==> src/rtl/dlx_pkg.sv <==
// Shared DLX definitions: datapath width, instruction size and the fetch-queue entry layout.
package dlx_pkg;

  localparam int unsigned XLEN       = 32;
  localparam int unsigned INST_BYTES = 4;

  localparam logic [XLEN-1:0] NOP_INST = 32'h0000_0000;

  typedef struct packed {
    logic [XLEN-1:0] pc;
    logic [XLEN-1:0] inst;
  } fetch_entry_t;

endpackage

==> src/rtl/dlx_fetch_fifo.sv <==
// Circular buffer of fetched {pc, inst} entries; flush beats push and pop.
module dlx_fetch_fifo
  import dlx_pkg::*;
#(
  parameter  int unsigned DEPTH = 4,
  localparam int unsigned AW    = $clog2(DEPTH),
  localparam int unsigned CW    = AW + 1
) (
  input  logic          clock,
  input  logic          reset,
  input  logic          push_i,
  input  fetch_entry_t  entry_i,
  input  logic          pop_i,
  input  logic          flush_i,
  output fetch_entry_t  head_o,
  output logic [CW-1:0] count_o
);

  fetch_entry_t  mem_q [DEPTH];
  logic [AW-1:0] rd_ptr_q, rd_ptr_d;
  logic [AW-1:0] wr_ptr_q, wr_ptr_d;
  logic [CW-1:0] count_q, count_d;
  logic          pop_ok, push_ok;

  assign pop_ok  = pop_i && (count_q != '0);
  assign push_ok = push_i && ((count_q < CW'(DEPTH)) || pop_ok);

  always_comb begin
    rd_ptr_d = rd_ptr_q;
    wr_ptr_d = wr_ptr_q;
    count_d  = count_q;
    if (flush_i) begin
      rd_ptr_d = '0;
      wr_ptr_d = '0;
      count_d  = '0;
    end else begin
      if (pop_ok)  rd_ptr_d = rd_ptr_q + AW'(1);
      if (push_ok) wr_ptr_d = wr_ptr_q + AW'(1);
      unique case ({push_ok, pop_ok})
        2'b10:   count_d = count_q + CW'(1);
        2'b01:   count_d = count_q - CW'(1);
        default: count_d = count_q;
      endcase
    end
  end

  always_ff @(posedge clock or posedge reset) begin
    if (reset) begin
      rd_ptr_q <= '0;
      wr_ptr_q <= '0;
      count_q  <= '0;
    end else begin
      rd_ptr_q <= rd_ptr_d;
      wr_ptr_q <= wr_ptr_d;
      count_q  <= count_d;
    end
  end

  // Storage is deliberately left unreset; count gates every read of it.
  always_ff @(posedge clock) begin
    if (push_ok && !flush_i) begin
      mem_q[wr_ptr_q] <= entry_i;
    end
  end

  assign head_o  = mem_q[rd_ptr_q];
  assign count_o = count_q;

endmodule

==> src/rtl/dlx_fetch_queue.sv <==
// Fetch unit: owns the fetch PC, issues to a 1-cycle ROM and queues {pc, inst} for decode.
module dlx_fetch_queue
  import dlx_pkg::*;
#(
  parameter  int unsigned     DEPTH    = 4,
  parameter  logic [XLEN-1:0] RESET_PC = 32'h0000_0000,
  localparam int unsigned     CW       = $clog2(DEPTH) + 1
) (
  input  logic            clock,
  input  logic            reset,
  output logic [XLEN-1:0] rom_addr,
  input  logic [XLEN-1:0] rom_data,
  input  logic            redirect_en,
  input  logic [XLEN-1:0] redirect_pc,
  input  logic            stall,
  output logic            inst_valid,
  output logic [XLEN-1:0] inst_out,
  output logic [XLEN-1:0] inst_pc,
  output logic [XLEN-1:0] inst_npc,
  output logic [CW-1:0]   count
);

  logic [XLEN-1:0] fpc_q, fpc_d;
  logic            inflight_q, inflight_d;
  logic [XLEN-1:0] inflight_pc_q, inflight_pc_d;

  logic [CW-1:0]   fifo_count;
  logic [CW:0]     occupancy;
  logic            issue, push, pop;
  fetch_entry_t    head;
  fetch_entry_t    new_entry;

  // Counting the in-flight fetch reserves its slot, so a write can never overflow.
  assign occupancy = {1'b0, fifo_count} + (CW + 1)'(inflight_q);
  assign issue     = !redirect_en && (occupancy < (CW + 1)'(DEPTH));
  assign push      = inflight_q && !redirect_en;
  assign pop       = inst_valid && !stall && !redirect_en;

  assign new_entry.pc   = inflight_pc_q;
  assign new_entry.inst = rom_data;

  always_comb begin
    fpc_d         = fpc_q;
    inflight_d    = 1'b0;
    inflight_pc_d = inflight_pc_q;
    if (redirect_en) begin
      fpc_d = redirect_pc & ~XLEN'(INST_BYTES - 1);
    end else if (issue) begin
      inflight_d    = 1'b1;
      inflight_pc_d = fpc_q;
      fpc_d         = fpc_q + XLEN'(INST_BYTES);
    end
  end

  always_ff @(posedge clock or posedge reset) begin
    if (reset) begin
      fpc_q         <= RESET_PC;
      inflight_q    <= 1'b0;
      inflight_pc_q <= '0;
    end else begin
      fpc_q         <= fpc_d;
      inflight_q    <= inflight_d;
      inflight_pc_q <= inflight_pc_d;
    end
  end

  dlx_fetch_fifo #(
    .DEPTH (DEPTH)
  ) u_fifo (
    .clock   (clock),
    .reset   (reset),
    .push_i  (push),
    .entry_i (new_entry),
    .pop_i   (pop),
    .flush_i (redirect_en),
    .head_o  (head),
    .count_o (fifo_count)
  );

  assign rom_addr   = fpc_q;
  assign count      = fifo_count;
  assign inst_valid = (fifo_count != '0);
  assign inst_out   = inst_valid ? head.inst : NOP_INST;
  assign inst_pc    = inst_valid ? head.pc : '0;
  assign inst_npc   = inst_valid ? (head.pc + XLEN'(INST_BYTES)) : '0;

endmodule
==> config.mk <==
export PLATFORM = sky130hd
export DESIGN_NAME = dlx_fetch_queue
export DESIGN_NICKNAME = d
export VERILOG_FILES = /design/src/rtl/dlx_pkg.sv /design/src/rtl/dlx_fetch_fifo.sv /design/src/rtl/dlx_fetch_queue.sv
export SDC_FILE = /design/constraint.sdc
export NUM_CORES = 1
export LEC_CHECK = 0
export BUFFER_PORTS_ARGS = -buffer_cell sky130_fd_sc_hd__clkbuf_2
export CAP_MARGIN = 15
export CORE_MARGIN = 2
export CORE_UTILIZATION = 30
export DETAILED_ROUTE_END_ITERATION = 16
export PLACE_DENSITY = 0.5
export SYNTH_ARGS = -nofsm -noshare
export SYNTH_HDL_FRONTEND = slang
export SYNTH_SLANG_ARGS = --single-unit
export TNS_END_PERCENT = 20
==> constraint.sdc <==
create_clock -name clock -period 3.68 [get_ports clock]
set_input_delay 0.368 -clock clock [delete_from_list [all_inputs] [get_ports clock]]
set_output_delay 0.368 -clock clock [all_outputs]
set_load 0.02 [all_outputs]
# After elaboration in Yosys (flattened, before gate mapping)
# Memories as Yosys holds them, arrays and structs flattened.
# Index checks and enable logic that the tools add are counted.
[op_classes]
n_addsub = 7
n_lt_le_gt_ge = 2
n_eq_ne = 2
mux = 15
bitwise = 1
reduce_logical = 16
[op_table]
columns = ["op", "count"]
rows = [
  ["$mux W32", 5],
  ["$add A32 B3 Y32 const B", 2],
  ["$mux W2", 4],
  ["$logic_and A1 B1 Y1", 7],
  ["$pmux W3 S2", 1],
  ["$reduce_bool A2 Y1", 3],
  ["$reduce_bool A3 Y1", 2],
  ["$add A2 B1 Y2 const B", 2],
  ["$add A3 B1 Y4", 1],
  ["$lt A4 B3 Y1 const B", 1],
  ["$mux W1", 4],
  ["$add A3 B1 Y3 const B", 1],
  ["$lt A3 B3 Y1 const B", 1],
  ["$mux W3", 1],
  ["$sub A3 B1 Y3 const B", 1],
  ["$eq A2 B1 Y1 const B", 1],
  ["$eq A2 B2 Y1 const B", 1],
  ["$logic_not A1 Y1", 2],
  ["$reduce_and A2 Y1", 1],
  ["$logic_or A1 B1 Y1", 1],
  ["$not A1 Y1", 1],
]
[totals]
ff_bits = 72
ramBits = 256
in_bits = 68
output_inout_bits = 132
mem_count = 1
[mem_list]
columns = ["memory", "words", "word_bits", "rd", "rd_clocked_by_memory_dff", "write_ports", "line", "source"]
rows = [
  ["u_fifo.mem_q", 4, 64, 1, 0, 1, "dlx_fetch_fifo.sv:19", "fetch_entry_t mem_q [DEPTH];"],
]

# Depth between registers and ports, before layout
# Gate-level depths: netlist of run 1.
[logic_depth]
word_depth = 9
mapped_depth = 9
depth_no_buf = 7

# Cells and area by module
# Synthesis of run 1 repeated with hierarchy kept, for this count alone.
[hier_totals]
cells_unflattened = 870
hier_area_um2 = 13940.9
[modules_own_cells]
columns = ["module", "instances", "cells_each", "area_per_inst_um2", "seq_area_each_um2"]
rows = [
  ["dlx_fetch_fifo", 1, 395, 9783.1, 7862.5],
  ["dlx_fetch_queue", 1, 475, 4157.7, 1526.5],
]

# Worst setup path after synthesis of run 1
# Ideal clock, no wire load.
[synth_timing]
path_kind = "flip-flop to flip-flop"
from = "register u_fifo.count_q[2], in the netlist u_fifo.count_o[2]"
to = "memory u_fifo.mem_q[0][0] (netlist name) (enable)"
setup_ps = 427
t_arrival_ps = 2757
required_time_ps = 3253
setup_slack_ps = 497
path_stages_with_launch = 5
path_buffers = 1
period_less_slack_ps = 3183
path_cell_list = "dfrtp_1 > clkbuf_1 > a21boi_0 > nor2b_1 > and2_1"
[synth_via]
elab_chain_len = 9
elab_cells_between_ends = 10
classes_between = "order compare: 1; mux: 2; reduce/logical: 7"
[synth_lines]
columns = ["element", "line", "source"]
rows = [
  ["from (decl)", "dlx_fetch_fifo.sv:22", "logic [CW-1:0] count_q, count_d;"],
  ["from (signal assigned)", "dlx_fetch_fifo.sv:55", "count_q <= count_d;"],
  ["parallel branches: the longest is 4 deep, another holds $lt A3 B3 Y1", "n/a", ""],
  ["$logic_or A1 B1 Y1 (*)", "dlx_fetch_fifo.sv:26", "assign push_ok = push_i && ((count_q < CW'(DEPTH)) || pop_ok);"],
  ["$logic_and A1 B1 Y1 (*)", "dlx_fetch_fifo.sv:26", ""],
  ["$logic_and A1 B1 Y1 (*)", "dlx_fetch_fifo.sv:61", "if (push_ok && !flush_i) begin"],
  ["$mux W1 (*)", "dlx_fetch_fifo.sv:61", ""],
  ["$mux W1 (not written as such) (*)", "dlx_fetch_fifo.sv:62", "mem_q[wr_ptr_q] <= entry_i;"],
  ["to (decl)", "dlx_fetch_fifo.sv:19", ""],
]
# Every way passes the cells marked *.

# Worst setup path after layout of run 1
[layout_timing]
from = "register u_fifo.rd_ptr_q[0]"
to = "output inst_npc[30]"
[layout_via]
elab_chain_len = 3
[layout_lines]
columns = ["element", "line", "source"]
rows = [
  ["from (decl)", "dlx_fetch_fifo.sv:20", "logic [AW-1:0] rd_ptr_q, rd_ptr_d;"],
  ["from (signal assigned)", "dlx_fetch_fifo.sv:53", "rd_ptr_q <= rd_ptr_d;"],
  ["$mem_v2 Z4 W64", "n/a", ""],
  ["$add A32 B3 Y32", "dlx_fetch_queue.sv:85", "assign inst_npc = inst_valid ? (head.pc + XLEN'(INST_BYTES)) : '0;"],
  ["$mux W32", "dlx_fetch_queue.sv:85", ""],
  ["to (decl)", "dlx_fetch_queue.sv:19", "output logic [XLEN-1:0] inst_npc,"],
]
# Every way passes these cells.

==> impl_results.md, run 1 <==
* CTS tree: yes
* DP Cell Count at 1,593
* Clock sink count at 316
* Antenna diode count at 0
* Effective utilization at floorplan at 0.305
* Clock tree skew after final layout at 0.0222 ns
* Average detailed-routed wire length per instance at 18.8 µm
* H-tree level count at 2
* Library cell occupying the most area in the post-synthesis netlist: sky130_fd_sc_hd__edfxtp_1
* X dimension of the die at 216 µm
* Fraction of post-synthesis cell area in the top cell type by area at 0.550
* Final setup slack of the worst path at 0.106 ns
* All-layer global routing usage at 0.133
* Count of buffering cells on the critical path with inverters included at 2
* Final ANT Viol Nets at 0
* Post-synth ARST share at 0.215
* Number of max-capacitance violations reported at 0
* Mean Syn Cell Area at 16.3 µm²
* Area enclosed by the die boundary at 0.0469 mm²
* Kind of path behind the tightest hold check: primary input to flop
* Instance area after placement at 0.0152 mm²
* Final sum of negative setup slack at 0 ns
* Static Leak at 6.01 nW
* Count of final max-slew check failures at 0
* Source-to-sink clock delay at the later pin of the worst-skew pair at 0.55 ns
* Die span in y at 216 µm
* Final std cell area, no fill at 0.0166 mm²
* Total number of placement rows at 77
* Post-placement setup slack at 0.445 ns
* Startpoint kind of the worst setup timing path: flop
* Total of buffers placed on input and output ports at 191
* CP max-delay cell: sky130_fd_sc_hd__or4_1
* Category of the worst setup path capture point: output port
* Gp weighted congestion at 0.730
* Layout Area Growth over Synthesis at 22.2%
* Crit path kind: flop to output port
* Result of the run: complete, no violations
* Maximum clock path buffer count at 3
* Via count at 7,826
* Detailed-route DRC error count at 0
* Data arrival time of the worst path at 3.21 ns
* Total clock buffers created by CTS at 37
* 1st-iter DRT viols at 383
* Post-synth cell types at 50
* Count of mapped cells out of synthesis at 832
* First-pass detailed-route iteration total at 4
* Worst endpoint required time at 3.31 ns
* Worst-case vdd ir drop at 0.310 mV
* First-pass GRT wire length at 47,500 µm
* Maximum number of pins on one net before global-route repair at 60
* Final clock period utilization by the worst path at 0.971
* Final design utilization at 0.373
* Pwr dens at 699 mW/mm²
* Antenna violations before repair at 0
* Biggest fanout along the worst timing path at 10
* Startpoint of the worst hold path: redirect_pc[5]
* Number of global-route vias before repair at 7,896
* Total chip power at 11.6 mW
* Highest cell delay on the worst timing path at 0.58 ns
* DR vias/cell at 4.65
* CP Cell Sequence: buf_4 > mux4_2 > and4_4 > nand4_4 > or4_1 > a21oi_1 > clkbuf_2
* Fmax at 280 MHz
* Area contributors post-synth: sky130_fd_sc_hd__edfxtp_1 (55%), sky130_fd_sc_hd__dfrtp_1 (13%), sky130_fd_sc_hd__mux4_2 (7.3%)
* Reg2reg start: inflight_q$_DFF_PP0_
* Number of I/O pins at 200
* Cell family contributing the most delay on the critical path: simple AND/OR/NAND/NOR gates
* Worst slew pin tran at 0.692 ns
* # nets final at 1,140
* Worst-path clk slew at 0.06 ns
* Worst hold slack at 0.0340 ns
* Wire length reported by the detailed router at 31,600 µm
* Ratio of cells with drive above 1 in the final layout at 0.358
* First element of the critical path: u_fifo.rd_ptr_q[0]$_DFFE_PP0P_
* Flop and latch count out of synthesis at 316
* Worst-case headroom to the max-slew limit at 0.539
* Synthesis warning total at 0
* HPWL after detailed placement at 21,300 µm
* Root Buffer: sky130_fd_sc_hd__clkbuf_16
* RSZ-0062 raised after global routing: true
* Post-synthesis instance area at 0.0135 mm²
* Count of flip-flops with a built-in enable after synthesis at 248
* GR Overflow Total at 0
* CORE AREA at 0.0444 mm²
* Final number of setup-violating endpoints at 0
* Final cell count without fillers at 1,684
* Predominant post-synthesis flop cell: sky130_fd_sc_hd__edfxtp_1
* Count of endpoints failing hold in the final timing report at 0
* Min Clock Period, post-route at 3.57 ns
* Part of the Yosys area used for sequential elements at 0.676
==> cell usage after synthesis (all sizes together) (13+ instances only) <==
library cell,count
and2,65
buf,20
clkbuf,29
dfrtp,68
edfxtp,248
inv,14
mux2,43
mux4,62
nand2,50
nand3,16
nand4,13
nor2,43
nor3,21
o21ai,36
xnor2,28
xor2,14
==> worst reg2reg max path: stages (launching register included) <==
cell,delay (ns)
sky130_fd_sc_hd__dfrtp_1,0.56
sky130_fd_sc_hd__a21boi_0,0.49
sky130_fd_sc_hd__nor2b_1,0.33
sky130_fd_sc_hd__and2_4,0.58
sky130_fd_sc_hd__buf_4,0.33
==> cell usage in the layout (no fill, tap or decap), drive strengths merged, types with 3 or more instances in the layout <==
| cell | instances |
|---|---|
| dlygate4sd3 | 13 |
| xor2 | 14 |
| dfrtp | 68 |
| o21ai | 36 |
| nand2 | 50 |
| inv | 15 |
| edfxtp | 248 |
| nor4 | 6 |
| mux4 | 62 |
| or3 | 3 |
| xnor2 | 28 |
| clkbuf | 242 |
| mux2 | 43 |
| ha | 6 |
| clkinv | 11 |
| nor2 | 43 |
| and3 | 4 |
| o31ai | 3 |
| or4 | 5 |
| nand4 | 13 |
| a21oi | 11 |
| conb | 6 |
| and2 | 65 |
| and4 | 8 |
| nand3 | 16 |
| buf | 34 |
| nor3 | 21 |
==> path summary, 6_finish.rpt <==
kind                                                  to  slack (ns)  cells past startpoint
min in group asynchronous        rom_addr[7]$_DFFE_PP0N_        0.38                      3
max in group asynchronous  inflight_pc_q[24]$_DFFE_PP0P_        2.50                      4
setup / recovery                            inst_npc[30]        0.11                      7
hold reg to reg            u_fifo.mem_q[0][39]$_DFFE_PP_        0.53                      0
setup reg to reg           u_fifo.mem_q[3][24]$_DFFE_PP_        1.07                      4
hold / removal                   rom_addr[5]$_DFFE_PP0N_        0.03                      3
==> layer usage <==
layer	up-vias	global-route usage	wire length, µm	share of wire
met1	3957	0.176	14200	0.45
met3	47	0.0314	1650	0.052
met5	-	0	0	0
met2	194	0.219	15100	0.48
li1	3628	-	-	-
met4	0	0.0404	698	0.022
==> sequential cells by signal, summed over array words and instances (netlist names) <==
name	count
inflight_q	1
rom_addr	30
u_fifo.count_o	3
inflight_pc_q	30
u_fifo.mem_q	248
u_fifo.rd_ptr_q	2
u_fifo.wr_ptr_q	2
==> final cells by class <==
cell class,instances,area [µm²]
Clock buffer,51,1020
Clock inverter,15,124
Fill cell,4243,27900
Inverter,14,52.6
Multi-Input combinational cell,458,4070
Sequential cell,316,9150
Tap cell,592,741
Timing Repair Buffer,238,1400
==> cells by family (layout without fill, tap and decap cells) <==
logic type,Yosys count,after routing,share of synthesized area
compound gates,57,57,0.0234
xor+xnor,42,42,0.0272
fa+ha+maj,7,7,0.00702
buf+inv,63,318,0.0256
flops,316,316,0.676
mux,107,107,0.145
other cells,1,6,0.000277
simple gates,239,239,0.0956
==> power breakdown <==
| part | total (mW) | internal, mW | leakage (nW) | switching [mW] |
|---|---|---|---|---|
| Sequential | 4.71 | 4.36 | 3.09 | 0.343 |
| Combinational | 3.43 | 1.34 | 2.38 | 2.09 |
| Clock | 3.44 | 2.02 | 0.552 | 1.42 |
| Total | 11.6 | 7.72 | 6.01 | 3.85 |
==> repair_timing <==
item                       CTS  global route
hold endpoints to repair    31             0
setup endpoints to repair    9             3
hold buffers                13             0
gates cloned                 0             0
buffers inserted             4             8
pin swaps                    0             1
resized for setup            7             6
No activity file was read; power rests on OpenSTA's default activity.
==> run 2: changes to the inputs <==
--- a/config.mk
+++ b/config.mk
@@ -11,6 +11,7 @@
 export CORE_UTILIZATION = 30
 export DETAILED_ROUTE_END_ITERATION = 16
 export PLACE_DENSITY = 0.5
+export REMOVE_ABC_BUFFERS = 1
 export SYNTH_ARGS = -nofsm -noshare
 export SYNTH_HDL_FRONTEND = slang
 export SYNTH_SLANG_ARGS = --single-unit
==> impl_results.md, run 2 (synthesized netlist as in run 1, its figures left out) <==
* Pwr dens at 706 mW/mm²
* Worst-case vdd ir drop at 0.281 mV
* Number of global-route vias before repair at 8,052
* Worst-path clk slew at 0.06 ns
* Maximum number of pins on one net before global-route repair at 50
* Number of max-capacitance violations reported at 0
* First-pass GRT wire length at 49,200 µm
* Min Clock Period, post-route at 3.58 ns
* Final number of setup-violating endpoints at 0
* Number of I/O pins at 200
* Startpoint kind of the worst setup timing path: flop
* Biggest fanout along the worst timing path at 11
* First-pass detailed-route iteration total at 6
* Worst endpoint required time at 3.31 ns
* Count of endpoints failing hold in the final timing report at 0
* Clock tree skew after final layout at 0.0157 ns
* HPWL after detailed placement at 21,200 µm
* H-tree level count at 2
* Clock sink count at 316
* Number of cells on the worst hold path at 3
* Total of buffers placed on input and output ports at 191
* Wire length reported by the detailed router at 32,400 µm
* Data arrival time of the worst path at 3.21 ns
* Worst hold slack at 0.0390 ns
* Fmax at 280 MHz
* Final ANT Viol Nets at 0
* CORE AREA at 0.0444 mm²
* Root Buffer: sky130_fd_sc_hd__clkbuf_16
* Detailed-route DRC error count at 0
* Via count at 7,812
* Source-to-sink clock delay at the later pin of the worst-skew pair at 0.54 ns
* Gp weighted congestion at 0.754
* Kind of path behind the tightest hold check: primary input to flop
* Layout Area Growth over Synthesis at 22.7%
* Maximum clock path buffer count at 3
* Static Leak at 6.06 nW
* Count of final max-slew check failures at 0
* X dimension of the die at 216 µm
* Antenna violations before repair at 0
* # nets final at 1,141
* Crit path kind: flop to output port
* Effective utilization at floorplan at 0.305
* Result of the run: complete, no violations
* Worst slew pin tran at 1.00 ns
* Top register by number of flip-flops: u_fifo.mem_q
* Most common library cell in the layout ignoring fill and taps: sky130_fd_sc_hd__edfxtp_1
* Worst-case headroom to the max-slew limit at 0.331
* DR vias/cell at 4.63
* Most frequent cells in the layout: sky130_fd_sc_hd__edfxtp_1 (248), sky130_fd_sc_hd__clkbuf_2 (190), sky130_fd_sc_hd__dfrtp_1 (66)
* GR Overflow Total at 0
* All-layer global routing usage at 0.139
* Final clock period utilization by the worst path at 0.972
* Die span in y at 216 µm
* Number of cells traversed by the worst register-to-register path at 4
* Category of the worst setup path capture point: output port
* Flip-flop count of the largest register after layout at 248
* Antenna diode count at 0
* CTS tree: yes
* Total number of placement rows at 77
* 1st-iter DRT viols at 352
* Average detailed-routed wire length per instance at 19.2 µm
* Total chip power at 11.7 mW
* Ratio of cells with drive above 1 in the final layout at 0.370
* Area enclosed by the die boundary at 0.0469 mm²
* Total clock buffers created by CTS at 38
## run 2: changes by cell type in the layout (fill, tap and decap cells not counted), moves of 5 or more
cell and delta:
sky130_fd_sc_hd__mux4_2 +6, sky130_fd_sc_hd__clkinv_2 +5, sky130_fd_sc_hd__clkinv_1 -5, sky130_fd_sc_hd__mux4_1 -6
## run 2: worst max-delay path: stages (launching register included)
cell	delay, ns
sky130_fd_sc_hd__dfrtp_4	0.55
sky130_fd_sc_hd__buf_4	0.22
sky130_fd_sc_hd__mux4_2	0.45
sky130_fd_sc_hd__and4_4	0.28
sky130_fd_sc_hd__nand4_4	0.23
sky130_fd_sc_hd__or4_1	0.53
sky130_fd_sc_hd__a21oi_1	0.19
sky130_fd_sc_hd__clkbuf_2	0.20
## run 2: path summary, 6_finish.rpt
check / slack (ns) / start / end
min: 0.04 / redirect_pc[13] / rom_addr[13]$_DFFE_PP0N_
min in group asynchronous: 0.05 / reset / u_fifo.count_o[2]$_DFFE_PP0P_
min reg2reg: 0.53 / inflight_pc_q[21]$_DFFE_PP0P_ / u_fifo.mem_q[3][53]$_DFFE_PP_
max reg2reg: 1.01 / inflight_q$_DFF_PP0_ / u_fifo.mem_q[2][31]$_DFFE_PP_
max in group asynchronous: 2.84 / reset / inflight_pc_q[21]$_DFFE_PP0P_
max: 0.10 / u_fifo.rd_ptr_q[0]$_DFFE_PP0P_ / inst_npc[27]
## run 2: stage by stage
stage | setup slack [ns] | utilization | std cells | cell area [µm²] | setup TNS (ns)
floorplan | -1.30 | - | 788 | 13300 | -26.09
CTS | 0.000779 | 0.374 | 1686 | 16600 | 0
global route | -0.00500 | 0.374 | 1688 | 16600 | -0.00500
global placement | 0.478 | 0.343 | 1598 | 15200 | 0
finish | 0.104 | 0.374 | 1688 | 16600 | 0
detailed placement | 0.484 | 0.343 | 1598 | 15200 | 0
## run 2: repair_timing
item,CTS,global route
endpoints found under the hold margin,15,0
endpoints found under the setup margin,9,4
hold buffers,15,0
pin swaps,1,1
setup buffers,3,2
gates resized for setup,9,12
## run 2: layer usage
metal / global-route usage / share of wire / up-vias
li1: - / - / 3634
met1: 0.181 / 0.45 / 3966
met2: 0.232 / 0.49 / 161
met3: 0.0230 / 0.035 / 51
met4: 0.0564 / 0.029 / 0
met5: 0 / 0 / -
## run 2: where the power goes
part | internal, mW | switching, mW
sequential | 4.36 | 0.338
clock | 2.13 | 1.46
combinational | 1.35 | 2.09
## run 2: layout make-up
cell class	instances	area (µm²)
clock buffer	51	1030
sequential	316	9160
fill	4232	27800
tap	592	741
clock inverter	19	184
multi-input combinational	458	4060
timing repair buffer	238	1400
inverter	14	52.6
==> run 3: changes to the inputs <==
--- a/config.mk
+++ b/config.mk
@@ -10,9 +10,11 @@
 export CORE_MARGIN = 2
 export CORE_UTILIZATION = 30
 export DETAILED_ROUTE_END_ITERATION = 16
+export MAX_ROUTING_LAYER = met4
 export PLACE_DENSITY = 0.5
 export REMOVE_ABC_BUFFERS = 1
 export SYNTH_ARGS = -nofsm -noshare
 export SYNTH_HDL_FRONTEND = slang
+export SYNTH_HIERARCHICAL = 1
 export SYNTH_SLANG_ARGS = --single-unit
 export TNS_END_PERCENT = 20
==> impl_results.md, run 3 <==
* Number of global-route vias before repair at 8,459
* Count of endpoints failing hold in the final timing report at 0
* Final clock period utilization by the worst path at 0.963
* Most frequent cell after synthesis: sky130_fd_sc_hd__edfxtp_1
* Flop and latch count out of synthesis at 324
* Data arrival time of the worst path at 3.18 ns
* Startpoint kind of the worst setup timing path: flop
* Min Clock Period, post-route at 3.54 ns
* Final ANT Viol Nets at 0
* Pwr dens at 509 mW/mm²
* Static Leak at 6.08 nW
* Most frequent cells in the layout: sky130_fd_sc_hd__edfxtp_1 (256), sky130_fd_sc_hd__clkbuf_2 (195), sky130_fd_sc_hd__dfrtp_1 (66)
* Clock tree skew after final layout at 0.0154 ns
* Library cell occupying the most area in the post-synthesis netlist: sky130_fd_sc_hd__edfxtp_1
* DR vias/cell at 4.80
* Number of max-capacitance violations reported at 0
* Instance area after placement at 0.0157 mm²
* Worst-case headroom to the max-slew limit at 0.358
* All-layer global routing usage at 0.148
* 1st-iter DRT viols at 537
* DP Cell Count at 1,655
* Count of final max-slew check failures at 0
* Total number of placement rows at 78
* Crit path kind: flop to output port
* Antenna violations before repair at 0
* Count of mapped cells out of synthesis at 870
* RSZ-0062 raised after global routing: true
* Effective utilization at floorplan at 0.306
* Kind of path behind the tightest hold check: primary input to flop
* Worst endpoint required time at 3.31 ns
* Maximum clock path buffer count at 3
* Gp weighted congestion at 0.771
* Part of the Yosys area used for sequential elements at 0.673
* Maximum number of pins on one net before global-route repair at 65
* Filler Cell Count at 4,346
* Biggest fanout along the worst timing path at 9
* GR Overflow Total at 0
* Cell family contributing the most delay on the critical path: simple AND/OR/NAND/NOR gates
* Total of buffers placed on input and output ports at 195
* Post-synthesis instance area at 0.0139 mm²
* First-pass GRT wire length at 52,000 µm
* Worst-path clk slew at 0.06 ns
* Area contributors post-synth: sky130_fd_sc_hd__edfxtp_1 (55%), sky130_fd_sc_hd__dfrtp_1 (12%), sky130_fd_sc_hd__mux4_2 (10%)
* Predominant post-synthesis flop cell: sky130_fd_sc_hd__edfxtp_1
* Top register by number of flip-flops: u_fifo/mem_q
* Detailed-route DRC error count at 0
* Final setup slack of the worst path at 0.137 ns
* Worst-case vdd ir drop at 0.327 mV
* CP max-delay cell: sky130_fd_sc_hd__dfrtp_4
* H-tree level count at 2
* HPWL after detailed placement at 22,600 µm
* Count of buffering cells on the critical path with inverters included at 3
* CORE AREA at 0.0456 mm²
* X dimension of the die at 220 µm
* Ratio of cells with drive above 1 in the final layout at 0.372
* Leading post-synthesis cells by instance count: sky130_fd_sc_hd__edfxtp_1 (256), sky130_fd_sc_hd__dfrtp_1 (68), sky130_fd_sc_hd__and2_1 (66)
* Final number of setup-violating endpoints at 0
* Area enclosed by the die boundary at 0.0482 mm²
* Average detailed-routed wire length per instance at 19.9 µm
* Highest cell delay on the worst timing path at 0.58 ns
* Via count at 8,321
* Startpoint of the worst hold path: redirect_pc[6]
* Layout Area Growth over Synthesis at 22.5%
* Wire length reported by the detailed router at 34,400 µm
* Synthesis warning total at 6
* Total clock buffers created by CTS at 37
* Reg2reg start: u_fifo/count_o[2]$_DFFE_PP0P_
* Post-placement setup slack at 0.442 ns
* First-pass detailed-route iteration total at 4
* Worst slew pin tran at 0.962 ns
* Fmax at 282 MHz
* CP Cell Sequence: buf_6 > mux4_2 > and4_1 > nand4_1 > buf_4 > or3_1 > a21oi_1 > clkbuf_2
* Most common library cell in the layout ignoring fill and taps: sky130_fd_sc_hd__edfxtp_1
* Count of flip-flops with a built-in enable after synthesis at 256
* CTS tree: yes
* Final std cell area, no fill at 0.0171 mm²
* Mean Syn Cell Area at 16.0 µm²
* Post-synth ARST share at 0.210
* Flip-flop count of the largest register after layout at 256
* Category of the worst setup path capture point: output port
* Number of I/O pins at 200
* Clock sink count at 324
* Fraction of post-synthesis cell area in the top cell type by area at 0.551
* Final design utilization at 0.375
* Source-to-sink clock delay at the later pin of the worst-skew pair at 0.53 ns
* Root Buffer: sky130_fd_sc_hd__clkbuf_16
* Final sum of negative setup slack at 0 ns
* # nets final at 1,178
* Final cell count without fillers at 1,732
* Result of the run: complete, no violations
* First element of the critical path: u_fifo/rd_ptr_q[0]$_DFFE_PP0P_
* Antenna diode count at 0
* Die span in y at 220 µm
* Post-synth cell types at 59
## run 3: cell count changes in the layout (fill, tap and decap cells not counted), moves of 13 or more
cell and delta:
sky130_fd_sc_hd__or4_1 +13, sky130_fd_sc_hd__o31ai_1 +13, sky130_fd_sc_hd__a31oi_1 +17, sky130_fd_sc_hd__dlygate4sd3_1 -14
sky130_fd_sc_hd__nand2_1 -13, sky130_fd_sc_hd__o21ai_0 -13, sky130_fd_sc_hd__xnor2_1 -17
## run 3: power by group
group	internal [mW]	total [mW]	leakage (nW)	switching [mW]
Combinational	0.254	0.658	2.38	0.404
Sequential	4.13	4.29	3.10	0.164
Clock	2.31	3.75	0.601	1.44
Total	6.69	8.69	6.08	2.00
## run 3: kinds of logic (layout without fill, tap and decap cells)
kind of cell,after synthesis,in the layout,synth area share
AO/OA/AOI/OAI,81,81,0.0365
XOR/XNOR,22,22,0.0138
adder cells (fa/ha/maj),7,7,0.00682
buffers and inverters,64,317,0.0249
flip-flops,324,324,0.673
multiplexers,106,106,0.137
other,1,10,0.000269
AND/OR/NAND/NOR,265,265,0.107
## run 3: worst min-delay path, cell delays in order
cell,delay (ns)
sky130_fd_sc_hd__clkbuf_2,0.07
sky130_fd_sc_hd__nand2_1,0.04
sky130_fd_sc_hd__o21ai_0,0.06
## run 3: layout make-up
cell class	count	area [µm²]	area share
Tap cell	600	751	0.0439
Clock buffer	47	1020	0.0595
Timing Repair Buffer	233	1340	0.0782
Inverter	16	60.1	0.00352
Sequential cell	324	9400	0.550
Multi-Input combinational cell	491	4290	0.251
Clock inverter	21	236	0.0138
## run 3: what timing repair did
action                     in CTS  in global routing
gates resized for setup         2                  8
setup buffers                   5                  3
pin swaps                       1                  2
setup endpoints to repair      10                 10
hold buffers                    1                  0
hold endpoints to repair       23                  0
## run 3: worst paths after layout
kind | end | slack, ns | cells after the start
max in group asynchronous | inflight_pc_q[23]$_DFFE_PP0P_ | 2.38 | 4
worst min register to register | u_fifo/mem_q[3][59]$_DFFE_PP_ | 0.53 | 0
worst max-delay path | inst_npc[22] | 0.14 | 8
worst max register to register | u_fifo/mem_q[0][23]$_DFFE_PP_ | 1.01 | 7
min in group asynchronous | u_fifo/count_o[2]$_DFFE_PP0P_ | 0.34 | 3
worst min-delay path | rom_addr[6]$_DFFE_PP0P_ | 0.05 | 3
## run 3: per-stage QoR
stage	power [mW]	hold slack, ns
3_3_place_gp	5.02	0.327
3_5_place_dp	5.03	0.328
5_1_grt	9.08	0.0277
6_report	8.69	0.0464
2_1_floorplan	4.70	0.171
4_1_cts	8.84	0.0107
## run 3: routing by layer
layer | GRT usage | wire [µm] | vias to the layer above
met2 | 0.234 | 16600 | 199
li1 | - | - | 3856
met3 | 0.0301 | 1840 | 46
met1 | 0.194 | 15400 | 4220
met4 | 0.0405 | 651 | 0
met5 | - | 0 | -
